<file path="src/rtl/button_event_decoder.sv">
// Decodes a debounced button level into one-cycle press/release/short/long/double
// events plus a held level. One shared counter times both the long and double windows.
module button_event_decoder #(
    parameter int LONG_CYCLES   = 50_000_000,
    parameter int DOUBLE_CYCLES = 25_000_000,
    parameter int CNT_WIDTH     = 26
) (
    input  logic clk,
    input  logic reset,
    input  logic db_in,
    output logic press_tick,
    output logic release_tick,
    output logic short_tick,
    output logic long_tick,
    output logic double_tick,
    output logic held
);

    localparam logic [CNT_WIDTH-1:0] LONG_LAST   = CNT_WIDTH'(LONG_CYCLES - 1);
    localparam logic [CNT_WIDTH-1:0] DOUBLE_LAST = CNT_WIDTH'(DOUBLE_CYCLES - 1);
    localparam logic [CNT_WIDTH-1:0] CNT_ONE     = CNT_WIDTH'(1);

    typedef enum logic [2:0] {
        IDLE      = 3'd0,
        PRESSED   = 3'd1,
        LONG_HELD = 3'd2,
        WAIT2     = 3'd3,
        SECOND    = 3'd4
    } state_t;

    state_t                 state, state_nxt;
    logic [CNT_WIDTH-1:0]   cnt, cnt_nxt;
    logic                   db_q;
    logic                   rise, fall;
    logic                   short_nxt, long_nxt, double_nxt;

    // db_q resets high so a button held through reset never reports a press.
    assign rise = db_in & ~db_q;
    assign fall = ~db_in & db_q;

    always_comb begin
        state_nxt  = state;
        cnt_nxt    = cnt;
        short_nxt  = 1'b0;
        long_nxt   = 1'b0;
        double_nxt = 1'b0;
        case (state)
            IDLE: begin
                if (rise) begin
                    state_nxt = PRESSED;
                    cnt_nxt   = CNT_ONE;
                end
            end
            PRESSED: begin
                // Release has priority over reaching the long threshold.
                if (!db_in) begin
                    state_nxt = WAIT2;
                    cnt_nxt   = CNT_ONE;
                end else if (cnt == LONG_LAST) begin
                    state_nxt = LONG_HELD;
                    long_nxt  = 1'b1;
                end else begin
                    cnt_nxt = cnt + 1'b1;
                end
            end
            LONG_HELD: begin
                if (!db_in) state_nxt = IDLE;
            end
            WAIT2: begin
                // A second press on the last window cycle still counts as double.
                if (db_in) begin
                    state_nxt  = SECOND;
                    double_nxt = 1'b1;
                end else if (cnt == DOUBLE_LAST) begin
                    state_nxt = IDLE;
                    short_nxt = 1'b1;
                end else begin
                    cnt_nxt = cnt + 1'b1;
                end
            end
            SECOND: begin
                if (!db_in) state_nxt = IDLE;
            end
            default: state_nxt = IDLE;
        endcase
    end

    always_ff @(posedge clk) begin
        if (reset) begin
            state        <= IDLE;
            cnt          <= '0;
            db_q         <= 1'b1;
            press_tick   <= 1'b0;
            release_tick <= 1'b0;
            short_tick   <= 1'b0;
            long_tick    <= 1'b0;
            double_tick  <= 1'b0;
            held         <= 1'b0;
        end else begin
            state        <= state_nxt;
            cnt          <= cnt_nxt;
            db_q         <= db_in;
            press_tick   <= rise;
            release_tick <= fall;
            short_tick   <= short_nxt;
            long_tick    <= long_nxt;
            double_tick  <= double_nxt;
            held         <= (state_nxt == LONG_HELD);
        end
    end

endmodule
</file>
<file path="config.mk">
export PLATFORM = sky130hd
export DESIGN_NAME = button_event_decoder
export DESIGN_NICKNAME = d
export VERILOG_FILES = /design/src/rtl/button_event_decoder.sv
export SDC_FILE = /design/constraint.sdc
export NUM_CORES = 1
export LEC_CHECK = 0
export ABC_AREA = 1
export ABC_CLOCK_PERIOD_IN_PS = 1600
export BUFFER_PORTS_ARGS = -buffer_cell sky130_fd_sc_hd__buf_4
export CAP_MARGIN = 10
export CORE_MARGIN = 2
export CORE_UTILIZATION = 41
export CTS_BUF_LIST = sky130_fd_sc_hd__clkbuf_2
export DETAILED_ROUTE_END_ITERATION = 12
export GPL_TIMING_DRIVEN = 0
export HOLD_SLACK_MARGIN = 0.03
export SYNTH_ARGS = -nofsm -noshare
export SYNTH_HDL_FRONTEND = slang
export SYNTH_SLANG_ARGS = --single-unit
export TNS_END_PERCENT = 50
</file>
<file path="constraint.sdc">
create_clock -name clk -period 1.6 [get_ports clk]
set_input_delay 0.24 -clock clk [delete_from_list [all_inputs] [get_ports clk]]
set_output_delay 0.24 -clock clk [all_outputs]
set_load 0.005 [all_outputs]
</file>
==> impl_results.md <==
* Remaining global-route overflow at 0
* Setup Skew at 10.03 ps
* Final RePlAce weighted congestion at 0.8701
* Max Cap Violations at 0
* Cells along the critical path: ha_4, nand3_4, inv_6, nand2_4, nor2_4, nand3_2, nand2_4, buf_6, a21oi_4, buf_6, nand2_2, a21oi_2
* Wirelength per Cell at 14.32 um
* Seq/Total Area, Yosys at 31.05%
* Final setup violation count at 29
* Commonest non-fill, non-tap cell in the layout: nand2_1
* Crit path time final at 1756 ps
* Yosys reg bits at 36
* Initial core utilization at 42.41%
* Fin. max-slew vios at 0
* Most frequent cells in the layout: nand2_1, nor2_1, nand3_1
* Worst vdd ir at 272.4 uV
* Total Neg Setup Slack at -2972 ps
* Overall Global Routing Usage at 24.21%
* Initial antenna violation count at 0
* Pin count of the biggest net entering global routing at 13
* Tcrit/Tclk final at 109.7%
* Clock Latency Late Sink at 410 ps
* Fin. Hold Viols at 0
* Switching share of power at 30.40%
* Mapped cell area at 0.002321 mm^2
* Worst-margin pin slew at 716.7 ps
* Area contributors post-synth: dfxtp_1, nand2_1, nand3_1
* Post-layout util at 56.61%
* Cell Pwr Density at 592.9 mW/mm^2
* CP max FO at 6
* Number of buffers added on ports at 6
* RSZ-0062 raised after global routing: true
* Number of synthesized flops with an enable pin at 0
* DR vias at 2,687
* Post-DRT Antenna Nets at 0
* Nets at 431
* Iter 0 DRT Violations at 258
* Rel. slew slack at 52.22%
* Sw Pwr at 558.4 uW
* CTS Buffer Depth at 2
* CP delay by family, top: simple AND/OR/NAND/NOR gates
* CP max-delay cell: dfxtp_4
* Num rows at 27
* Count of cell types in the netlist at 33
* Clock Sink Count at 36
* Failing checks: negative setup slack
* Total Routed Length at 7.158 mm
* Syn nets at 390
* Share of cells above drive strength 1 at 31.54%
* Tot Pwr at 1.837 mW
* Hold slack at 189.4 ps
* Post-synthesis cell count at 386
* # DRC at 0
* Reg power frac at 49.3%
* Fmax at 569.5 MHz
* Asr flop ratio synth at 0%
* Largest area contributor in the netlist: dfxtp_1
* Final HPWL DP at 4.767 mm
* Average cell area after synthesis at 6.013 um^2
* WP buf/inv at 3
* Root buffer cell: clkbuf_2
* Internal Power at 1.278 mW
* Clock share of power at 33.5%
* Most used DFF post-synth: dfxtp_1
* Syn-to-layout area delta at 33.48%
* Htree depth at 2
* Critical Path AT at 2110 ps
* Clock slew at reported path FFs at 220 ps
* Vias in the first global route at 2,512
* Core area at 0.005473 mm^2
* Final worst slack at -156.0 ps
* Startpoint Class: flop
* Fill cells at 551
* Yosys top cell area share at 31.05%
* CTS tree: done
* Die Area at 0.006279 mm^2
* Logic pwr share at 17.2%
* Drt via density at 5.374
* Drt first pass iters at 6
* TritonCTS Buffers at 5
* Slowest stage delay, CP at 410 ps
* Status: complete, but fails checks
* Worst EP required at 1950 ps
* Die Ht at 79.24 um
* P_leak at 1.119 nW
* Post-placement setup slack at -283.6 ps
* Worst Setup End Kind: flop
* Global-route wire length before repair at 11.87 mm
* Warning count from the yosys run at 0
* # diodes at 0
* Die Width at 79.24 um
* CP Class: reg -> reg
* Ports at 9
* Class of the worst hold path: in -> reg
flip-flops by register name (all words and copies together), names as in the netlist:
signal,flops
state,3
long_tick,1
release_tick,1
cnt,26
press_tick,1
double_tick,1
held,1
short_tick,1
db_q,1
cell type report:
class / instances / area [um^2] / area share, %
multi-input cells: 299 / 1652 / 53.31
flip-flops and latches: 36 / 764.5 / 24.68
repair buffers: 34 / 281.5 / 9.087
inverters: 39 / 153.9 / 4.968
well taps: 72 / 90.09 / 2.908
plain buffers: 12 / 88.84 / 2.868
clock inverters: 3 / 42.54 / 1.373
clock buffers: 5 / 25.02 / 0.8078
worst paths after layout:
| check | startpoint | to | slack (ps) | cells after the start |
|---|---|---|---|---|
| setup / recovery | cnt[0]$_SDFFE_PP0P_ | cnt[16]$_SDFFE_PP0P_ | -160 | 12 |
| hold / removal | db_in | double_tick$_SDFF_PP0_ | 190 | 3 |
| setup reg to reg | cnt[0]$_SDFFE_PP0P_ | cnt[16]$_SDFFE_PP0P_ | -160 | 12 |
| hold reg to reg | db_q$_SDFF_PP1_ | release_tick$_SDFF_PP0_ | 460 | 2 |
cell families after synthesis:
| group | Yosys count | share of synthesized area (%) |
|---|---|---|
| and+or+nand+nor | 253 | 47.49 |
| buffers and inverters | 51 | 9.272 |
| AOI/OAI and AO/OA | 41 | 10.13 |
| DFF | 36 | 31.05 |
| xor gates and xnor gates | 4 | 1.510 |
| adders and majority gates | 1 | 0.5390 |
power by group through the flow:
stage | combinational [mW] | sequential [mW] | clock [mW]
2_1_floorplan | 0.134 | 0.937 | 0
3_3_place_gp | 0.191 | 0.939 | 0
3_5_place_dp | 0.191 | 0.939 | 0
4_1_cts | 0.281 | 0.915 | 0.634
5_1_grt | 0.338 | 0.908 | 0.665
6_report | 0.316 | 0.906 | 0.615
worst reg2reg max path, cell delays in order (launching register included):
cell and delay, ps:
dfxtp_4 410, ha_4 170, nand3_4 110, inv_6 60, nand2_4 70, nor2_4 40
nand3_2 90, nand2_4 70, buf_6 120, a21oi_4 200, buf_6 180, nand2_2 70
a21oi_2 120
cell usage after synthesis, drive strengths merged (3+ instances only):
library cell,instances
inv,39
a21oi,21
nor2,65
nand2,117
buf,7
clkbuf,5
nand4,13
nor3,5
dfxtp,36
o21ai,15
nand3,48
xor2,3
metrics by stage:
| stage | instance area [um^2] | cells |
|---|---|---|
| floorplan | 2338 | 386 |
| global placement | 2474 | 464 |
| detailed placement | 2474 | 464 |
| CTS | 2899 | 495 |
| global route | 3098 | 500 |
| finish | 3098 | 500 |
routing by layer:
| layer | up-vias | GRT usage [%] | part of all wire, % |
|---|---|---|---|
| met5 | - | 0 | 0 |
| met4 | 0 | 7.586 | 1.5 |
| met3 | 13 | 5.114 | 6.4 |
| met2 | 99 | 40.25 | 48 |
| met1 | 1236 | 31.35 | 44 |
| li1 | 1339 | - | - |
timing repair:
action | CTS | global route
endpoints found under the setup margin | 28 | 29
hold buffers | 0 | 0
buffers inserted | 18 | 5
resized for setup | 66 | 49
cloned | 5 | 0
hold endpoints to repair | 0 | 0
pin swaps | 28 | 14
Note: power is estimated with default switching activity, not from simulation.
